**src/rtl/a_lane_fifo_if.sv**
```systemverilog
// Handshake bundle for a_lane_fifo: producer side (in_*), consumer side (out_*) and fill level.
// out_sum exists only when A_LANE_FIFO_SUM_EN is defined.
interface a_lane_fifo_if #(
  parameter int WIDTH = 8,
  parameter int LANES = 8,
  parameter int DEPTH = 4
);
  localparam int CW = $clog2(DEPTH + 1);
  localparam int DW = LANES * WIDTH;

  logic          in_valid;
  logic          in_ready;
  logic [DW-1:0] in_data;
  logic          out_valid;
  logic          out_ready;
  logic [DW-1:0] out_data;
  logic [CW-1:0] level;
`ifdef A_LANE_FIFO_SUM_EN
  logic [WIDTH+$clog2(LANES)-1:0] out_sum;

  modport master (
    output in_valid, in_data, out_ready,
    input  in_ready, out_valid, out_data, level, out_sum
  );

  modport slave (
    input  in_valid, in_data, out_ready,
    output in_ready, out_valid, out_data, level, out_sum
  );
`else
  modport master (
    output in_valid, in_data, out_ready,
    input  in_ready, out_valid, out_data, level
  );

  modport slave (
    input  in_valid, in_data, out_ready,
    output in_ready, out_valid, out_data, level
  );
`endif
endinterface

```
**src/rtl/a_lane_fifo.sv**
```systemverilog
// a_lane_fifo: DEPTH-entry first-word-fall-through FIFO of LANES x WIDTH lane vectors with valid/ready on both sides.
// Define A_LANE_FIFO_SUM_EN to add out_sum, the unsigned sum of the head entry's lanes.
module a_lane_fifo #(
  parameter int WIDTH = 8,
  parameter int LANES = 8,
  parameter int DEPTH = 4
) (
  input logic          clock,
  input logic          reset,
  a_lane_fifo_if.slave bus
);
  localparam int AW = $clog2(DEPTH);
  localparam int CW = $clog2(DEPTH + 1);
  localparam int DW = LANES * WIDTH;

  logic [DW-1:0] mem [DEPTH];
  logic [AW-1:0] wrPtr_q, wrPtr_d;
  logic [AW-1:0] rdPtr_q, rdPtr_d;
  logic [CW-1:0] level_q, level_d;
  logic          inReady;
  logic          outValid;
  logic          push;
  logic          pop;
  logic [DW-1:0] head;

  // Handshakes come only from registered state; gating with reset keeps both sides idle while it is held.
  assign inReady  = reset && (level_q != CW'(DEPTH));
  assign outValid = reset && (level_q != '0);
  assign push     = bus.in_valid && inReady;
  assign pop      = outValid && bus.out_ready;
  assign head     = outValid ? mem[rdPtr_q] : '0;

  always_comb begin
    wrPtr_d = wrPtr_q;
    rdPtr_d = rdPtr_q;
    level_d = level_q;
    if (push) wrPtr_d = wrPtr_q + AW'(1);
    if (pop)  rdPtr_d = rdPtr_q + AW'(1);
    if (push && !pop)      level_d = level_q + CW'(1);
    else if (pop && !push) level_d = level_q - CW'(1);
  end

  always_ff @(posedge clock) begin
    if (!reset) begin
      wrPtr_q <= '0;
      rdPtr_q <= '0;
      level_q <= '0;
    end else begin
      wrPtr_q <= wrPtr_d;
      rdPtr_q <= rdPtr_d;
      level_q <= level_d;
    end
  end

  // Storage is deliberately left out of reset.
  always_ff @(posedge clock) begin
    if (push) mem[wrPtr_q] <= bus.in_data;
  end

  assign bus.in_ready  = inReady;
  assign bus.out_valid = outValid;
  assign bus.out_data  = head;
  assign bus.level     = level_q;

`ifdef A_LANE_FIFO_SUM_EN
  localparam int SW = WIDTH + $clog2(LANES);
  logic [SW-1:0] laneSum;

  always_comb begin
    laneSum = '0;
    for (int k = 0; k < LANES; k++) begin
      laneSum = laneSum + SW'(head[k*WIDTH +: WIDTH]);
    end
  end

  assign bus.out_sum = laneSum;
`endif
endmodule

```
**src/flat_wrapper.sv**
```systemverilog
// flat-port wrapper written by rule: the top's interface ports become plain ports
module a_lane_fifo_flat 
#(
  parameter int WIDTH = 8,
  parameter int LANES = 8,
  parameter int DEPTH = 4
)
  (clock, reset, bus_in_valid, bus_in_data, bus_out_ready, bus_in_ready, bus_out_valid, bus_out_data, bus_level);
  a_lane_fifo_if #(.WIDTH(WIDTH), .LANES(LANES), .DEPTH(DEPTH)) bus_i ();
  input logic clock;
  input logic reset;
  input wire logic [$bits(bus_i.in_valid)-1:0] bus_in_valid;
  input wire logic [$bits(bus_i.in_data)-1:0] bus_in_data;
  input wire logic [$bits(bus_i.out_ready)-1:0] bus_out_ready;
  output wire logic [$bits(bus_i.in_ready)-1:0] bus_in_ready;
  output wire logic [$bits(bus_i.out_valid)-1:0] bus_out_valid;
  output wire logic [$bits(bus_i.out_data)-1:0] bus_out_data;
  output wire logic [$bits(bus_i.level)-1:0] bus_level;
  assign bus_i.in_valid = bus_in_valid;
  assign bus_i.in_data = bus_in_data;
  assign bus_i.out_ready = bus_out_ready;
  assign bus_in_ready = bus_i.in_ready;
  assign bus_out_valid = bus_i.out_valid;
  assign bus_out_data = bus_i.out_data;
  assign bus_level = bus_i.level;
  a_lane_fifo #(.WIDTH(WIDTH), .LANES(LANES), .DEPTH(DEPTH)) u_core (.clock(clock), .reset(reset), .bus(bus_i));
endmodule
```
**config.mk**
```make
export PLATFORM = sky130hd
export DESIGN_NAME = a_lane_fifo_flat
export DESIGN_NICKNAME = d
export VERILOG_FILES = /design/src/rtl/a_lane_fifo_if.sv /design/src/rtl/a_lane_fifo.sv /design/src/flat_wrapper.sv
export SDC_FILE = /design/constraint.sdc
export NUM_CORES = 1
export LEC_CHECK = 0
export ABC_AREA = 1
export BUFFER_PORTS_ARGS = -buffer_cell sky130_fd_sc_hd__buf_2
export CORE_MARGIN = 1
export CORE_UTILIZATION = 55
export DETAILED_ROUTE_END_ITERATION = 16
export PLACE_DENSITY = 0.8
export SETUP_SLACK_MARGIN = 0.4
export SLEW_MARGIN = 0
export SYNTH_ARGS = -nofsm -noshare
export SYNTH_HDL_FRONTEND = slang
export SYNTH_SLANG_ARGS = --single-unit
```
**constraint.sdc**
```tcl
create_clock -name clock -period 12.1 [get_ports clock]
set_input_delay 0.605 -clock clock [delete_from_list [all_inputs] [get_ports clock]]
set_output_delay 0.605 -clock clock [all_outputs]
set_load 0.03 [all_outputs]
```
Word level (Yosys, flattened, before mapping)
Memories as Yosys holds them, arrays and structs flattened. A register that Yosys moved wholly into a read port is not among the register bits.
Index checks and enable logic that the tools add are counted.
- register bits: 7
- bits in writable memories: 256
- bits of input ports: 68
- output and inout port bits: 69
- word-level logic and storage cells: 26
- memories kept: 1
- memory list (name ; depth ; bits a word ; read ports ; clocked after memory_dff ; write ports ; line ; RTL):
    u_core.mem ; 4 ; 64 ; 1 ; 1 ; 1 ; a_lane_fifo.sv:16 ; logic [DW-1:0] mem [DEPTH];
- $add $sub $neg: 4
- eq/ne operators: 1
- mux-type cells: 7
- reduce and logical (&&, ||, !) cells: 10
- operators with widths (kind ; number):
    2-to-1 mux 64 bit ; 1
    logical AND 1 bit ; 6
    2-to-1 mux 3 bit ; 2
    adder 2 x 1 -> 2 bit, second input constant ; 2
    2-to-1 mux 2 bit ; 2
    adder 3 x 1 -> 3 bit, second input constant ; 1
    inequality test 3 bit, second input constant ; 1
    nonzero test 3 bit ; 1
    subtractor 3 x 1 -> 3 bit, second input constant ; 1
    logical NOT 1 bit ; 2
    2-to-1 mux 1 bit ; 2
    nonzero test 2 bit ; 1

Longest topological paths before layout
Gate-level depths: netlist (run 1).
- depth after elaboration: 7
- gate-level depth with buffers: 13
- gate-level depth less buffers: 13

Least setup slack after synthesis (run 1)
OpenSTA, ideal clock, no wires.
- kind: input-to-reg
- from: in reset
- to: mem u_core.mem[0][0] (netlist bit) (enable)
- library setup time: 0.487 ns
- arrival time: 3.676 ns
- required time: 11.613 ns
- path slack: 7.938 ns
- stages on the path: 3
- path buffers: 1
- cell sequence: buf_2 > nand3_1 > nor2_1
- word-level cells in the longest chain between the ends: 4
- RTL lines (element ; line ; RTL):
    start: declaration ; flat_wrapper.sv:11 ; input logic reset;
    logical AND 1 bit ; a_lane_fifo.sv:27 ; assign inReady = reset && (level_q != CW'(DEPTH));
    logical AND 1 bit ; a_lane_fifo.sv:29 ; assign push = bus.in_valid && inReady;
    2-to-1 mux 1 bit ; a_lane_fifo.sv:57 ; if (push) mem[wrPtr_q] <= bus.in_data;
    2-to-1 mux 1 bit (not written as such) ; a_lane_fifo.sv:57 ;
    end: declaration ; a_lane_fifo.sv:16 ;
No other way between the ends.

==> metrics.yaml, run 1 <==
areaGrowthSynthToFinish_pct: 15.0
initial_utilization_pct: 57.1
yosys.area.top_type_share_pct: 73.7
slew_headroom_pct: 32.2
ir_drop_mv: 0.139
synth_cells: 825
post-dp-hpwl_mm: 11.4
skew_ns: 0.00740
cp.required_ns: 11.49
final.fill_count: 1304
drc_errors: 0
synth_seq_area_share_pct: 75.4
ant_nets: 0
cts_hold_buf: 0
final_cell_mix: "nor2_1, edfxtp_1, buf_2, o21ai_0, a21oi_1"
grt_max_degree: 67
layout.nets: 1023
die_x_um: 140
r2r_cells: 5
ys_seq_elements: 265
rr_startpoint: "u_core.bus.level[0]"
yosys.area.top_type: "edfxtp_1"
cap_violations: 0
synth_edf_count: 256
grt_overflow: 0
async_flop_share_pct: 0
hold-path-cell-count: 1
fp.dieH_um: 140
ios: 137
power.total_mw: 2.25
hp-class: "in2reg"
cts.sinks: 265
arrival_ns: 3.41
synth_area_um2: 10400
timing.rr.end: "u_core.mem[1][61]"
place_congestion: 0.750
drive_above_1_share_pct: 19.4
tritoncts: "done"
crit_path_start_kind: "flip-flop"
status: "completed"
fin_tns_setup_ns: 0
fmax_ghz: 0.249
grt_use_total_pct: 21.3
core.rowCount: 49
cts_root_buffer: "clkbuf_16"
core_area_um2: 18300
syn-num-nets: 899
regToRegSetupSlack_ns: 9.23
portBuffers: 136
post_cts_buffers: 0
htree_num_levels: 1
cts_inserted_buffers: 26
finalSetupViolations: 0
critical_path_class: "reg2out"
hold_viol_final: 0
hold_start: "bus_in_data[3]"
clk_path_buf_depth: 3
synth_cell_types: 19
worstSkewPairLatency_ns: 0.52
vias_per_cell: 5.48
drtPass1Iterations: 5
antenna_found_initial: 3
min_to: "u_core.mem[1][3]"
grt_pass1_wl_mm: 32.5
p_leak_nw: 4.42
worstSetupEndpointType: "primary output"
finalCritPeriodShare_pct: 33.2
grt_pass1_vias: 6346
clk_pin_slew_ns: 0.06
cts_resized: 0
drt-initial-drc-count: 508
path_max_fanout: 66
finalWorstPathRequiredPeriod_ns: 4.01
synth_ff_type: "edfxtp_1"
wl_mm: 21.0
die_area_um2: 19500
yosys-top-cells-area: "edfxtp_1, nor2_1, o21ai_0"
worst_pin_slew_ns: 1.02
layout_commonest_cell: "nor2_1"
avgRoutedWirePerCell_um: 17.5
yosysWarnings: 0
synth.avg_cell_area_um2: 12.6
vias: 6569
timing.hold.ws_ns: 0.297
finalMaxSlewViolations: 0
rsz0062_at_grt: "no"
powerDensity_nw_per_um2: 187
registers in the layout, indices dropped and copies added, names as in the netlist, named ones only:
register and flops:
u_core.bus.level 3, u_core.mem 256, u_core.rdPtr_q 2, u_core.wrPtr_q 2
layout make-up:
type | count | area (µm²) | area share [%]
Sequential cell | 265 | 7870 | 65.6
Multi-Input combinational cell | 494 | 2210 | 18.4
Timing Repair Buffer | 145 | 748 | 6.24
Clock buffer | 33 | 698 | 5.82
Tap cell | 229 | 287 | 2.39
Clock inverter | 13 | 111 | 0.928
Inverter | 17 | 65.1 | 0.542
Antenna cell | 3 | 7.51 | 0.0626
cell families after synthesis:
kind of cell	Yosys count	share of synthesized area [%]
AND/OR/NAND/NOR	292	10.6
adder cells (fa/ha/maj)	6	0.792
AO/OA/AOI/OAI	194	9.31
XOR/XNOR	2	0.168
buffers and inverters	66	3.71
flip-flops	265	75.4
worst max-delay path, cell delays in order, from the launching register on:
cell and delay [ns]:
dfxtp_4 0.79, clkinv_2 0.81, buf_4 0.60, o21ai_0 0.31
a21oi_1 0.11, buf_2 0.20
cells in the mapped netlist (9+ instances only):
master	n
inv_1	15
nand2_1	15
nor2_1	271
edfxtp_1	256
buf_6	12
buf_4	10
o21ai_1	10
a21oi_1	65
dfxtp_1	9
buf_2	9
clkbuf_1	13
o21ai_0	119
per-stage QoR:
| step | area (µm²) | utilization, % | std cells | setup slack (ns) |
|---|---|---|---|---|
| 4_1_cts | 12000 | 65.6 | 1196 | 8.11 |
| 2_1_floorplan | 10400 | - | 825 | 7.94 |
| 3_5_place_dp | 11200 | 61.2 | 1150 | 8.65 |
| 5_1_grt | 12000 | 65.7 | 1198 | 7.84 |
| 6_report | 12000 | 65.7 | 1199 | 8.09 |
| 3_3_place_gp | 11200 | 61.2 | 1150 | 8.74 |
power breakdown:
part           total (mW)  switching, mW  internal, mW
registers            1.07         0.0212          1.05
logic               0.408          0.302         0.106
clock network       0.769          0.321         0.448
total                2.25          0.644          1.60
worst max path at each step:
stage / to / cells after the start / start
final: bus_out_data[7] / 5 / flip-flop
after global routing: bus_out_data[56] / 5 / flip-flop
after CTS: bus_out_data[56] / 5 / flip-flop
after detailed placement: bus_out_data[56] / 5 / flip-flop
after global placement: bus_out_data[56] / 5 / flip-flop
after floorplan: u_core.mem[0][0] / 3 / reset
routing by layer:
layer	GRT usage, %	part of all wire, %
met5	0	0
met4	7.58	2.8
met3	3.72	6.5
met2	36.7	50
met1	27.4	41
No activity file was read; power rests on OpenSTA's default activity.
==> inputs of run 2 (changes only) <==
Settings changed: ABC_AREA 1 to 0, CORE_UTILIZATION 55 to 52, PLACE_DENSITY 0.8 to 0.79.
Clock period 12.1 ns to 3.6 ns, I/O delays scaled along.
==> run 2 against run 1 <==
Effect of this change:
- sequential power rose to 3.6 times the previous value
- critical endpoint unchanged
- setup slack got worse by 7.1 ns
- critical path type unchanged
- clock power increased to 3.5 times the previous value
- die area rose by 3.7%
- flip-flop and latch count is the same
- non-clock buffer count rose by 58
- routed wire length down 13%
- combinational power rose to 5.0 times the previous value
- register-to-register slack lost 8.1 ns
==> metrics.yaml, run 2 <==
status: "completed"
clk_pin_slew_ns: 0.07
yosysMostFrequentCell: "edfxtp_1"
areaGrowthSynthToFinish_pct: 22.9
synth_cell_types: 27
synth_ff_type: "edfxtp_1"
drtPass1Iterations: 4
vias: 5051
synth_edf_count: 256
p_leak_nw: 4.32
finalCritPeriodShare_pct: 73.3
diodes: 0
avgRoutedWirePerCell_um: 19.4
worstSkewPairLatency_ns: 0.51
regToRegSetupSlack_ns: 1.11
cts_inserted_buffers: 25
drc_errors: 0
min_to: "u_core.wrPtr_q[1]"
rsz0062_at_grt: "no"
die_x_um: 142
timing.rr.end: "u_core.bus.level[2]"
worstSetupEndpointType: "primary output"
hp-class: "in2reg"
cap_violations: 0
fp.dieH_um: 142
cts.sinks: 265
vias_per_cell: 5.37
synth_area_um2: 10200
ant_nets: 0
hold_start: "reset"
async_flop_share_pct: 0
powerDensity_nw_per_um2: 680
grt_use_total_pct: 18.8
rr_startpoint: "u_core.bus.level[0]"
yosysWarnings: 0
skew_ns: 0.0240
yosys.area.top_type_share_pct: 75.1
synth_seq_area_share_pct: 76.9
slowest_stage: "dfxtp_4"
final_cell_mix: "edfxtp_1, buf_2, mux4_2, nor2b_1, dlygate4sd3_1"
finalMaxSlewViolations: 0
utilization_pct: 66.1
finalSetupViolations: 0
fin_tns_setup_ns: 0
cpPeakStageDelay_ns: 0.65
yosys.area.top_type: "edfxtp_1"
wl_mm: 18.3
grt_pass1_wl_mm: 28.7
arrival_ns: 2.46
largest_reg_flops: 256
cts_resized: 0
tritoncts: "done"
antenna_found_initial: 0
grt_pass1_vias: 5526
worst_pin_slew_ns: 0.995
synthTopCellsByCount: "edfxtp_1, mux4_2, nor2b_1"
synth.avg_cell_area_um2: 22.4
clk_path_buf_depth: 3
yosys-top-cells-area: "edfxtp_1, mux4_2, nor2b_1"
initial_utilization_pct: 53.8
die_area_um2: 20200
crit_buf_inv: 2
htree_num_levels: 1
fmax_ghz: 0.379
hold_viol_final: 0
core_area_um2: 19000
cp_cell_sequence: "buf_4, mux4_2, nor2b_1, buf_2"
ir_drop_mv: 0.484
ios: 137
cp.required_ns: 3.42
critical_path_class: "reg2out"
slew_headroom_pct: 33.7
post-dp-hpwl_mm: 9.87
grt_overflow: 0
hold-path-cell-count: 3
cts_root_buffer: "clkbuf_16"
crit_path_start_kind: "flip-flop"
post_cts_buffers: 0
portBuffers: 136
crit_cells: 4
layout.nets: 737
synth_cells: 456
grt_max_degree: 66
path_max_fanout: 22
place_congestion: 0.664
core.rowCount: 50
ys_seq_elements: 265
layout_commonest_cell: "edfxtp_1"
drive_above_1_share_pct: 36.0
worst_path_dominant_cell_family: "flip-flops"
r2r_cells: 8
final.fill_count: 1331
syn-num-nets: 530
finalWorstPathRequiredPeriod_ns: 2.64
drt-initial-drc-count: 279
regMostFlops: "u_core.mem"
run 2: logic make-up after synthesis:
kind of cell    count (synthesis)  share of synthesized area [%]
compound gates                  8                          0.599
fa+ha+maj                       6                          0.807
simple gates                   78                           4.74
xor+xnor                        4                          0.342
buf+inv                        28                           2.24
flops                         265                           76.9
mux                            67                           14.4
run 2: metal layers:
metal  vias to the layer above  global-route usage, %  wire length (µm)
met2                       168                   32.7              9370
met4                         0                   5.89               342
met3                        25                   3.33               917
li1                       2252                      -                 -
met5                         -                      0                 0
met1                      2606                   24.1              7630
run 2: stage by stage:
stage | std cells | hold WS, ns | cell area [µm²] | setup WS, ns | power, mW
after CTS | 941 | 0.0148 | 12600 | 0.869 | 8.65
after global placement | 832 | 0.391 | 11100 | 1.33 | 5.87
final | 941 | 0.0263 | 12600 | 0.959 | 8.55
after global routing | 941 | 0.0278 | 12600 | 0.781 | 8.91
after floorplan | 456 | 0.279 | 10200 | 0.566 | 5.48
after detailed placement | 832 | 0.397 | 11100 | 1.13 | 5.93
run 2: worst reg2reg max path, delay by kind of cell (launching register included):
family                   cells  cell delay, ns
AO/OA/AOI/OAI                2            0.52
XOR/XNOR                     1            0.19
adder cells (fa/ha/maj)      2            0.66
buffers and inverters        1            0.06
flip-flops                   1            0.55
AND/OR/NAND/NOR              2            0.43
run 2: power breakdown:
group          leakage (nW)  total, mW  switching [mW]  internal (mW)
Clock                 0.404       2.67            1.05           1.63
Sequential             2.40       3.82           0.197           3.63
Combinational          1.51       2.06            1.14          0.914
Total                  4.32       8.55            2.39           6.17
run 2: cell type report:
cell class              count  area (µm²)  area share [%]
clock inverters            16         201            1.60
multi-input cells         163        2160            17.2
flip-flops and latches    265        7880            62.6
clock buffers              29         641            5.09
inverters                   5        18.8           0.149
repair buffers            203        1360            10.8
well taps                 260         325            2.59
run 2: how the worst max path moves through the flow:
stage | startpoint | end | slack [ns]
after detailed placement | u_core.bus.level[0] | u_core.bus.level[2] | 1.13
after floorplan | u_core.bus.level[0] | u_core.mem[1][0] | 0.57
after CTS | flip-flop | bus_out_data[7] | 0.87
after global routing | flip-flop | bus_out_data[7] | 0.78
final | flip-flop | bus_out_data[7] | 0.96
after global placement | u_core.bus.level[0] | u_core.bus.level[2] | 1.33
run 2: timing repair:
action	CTS	global route
hold buffers	64	0
setup endpoints to repair	0	0
endpoints found under the hold margin	256	0
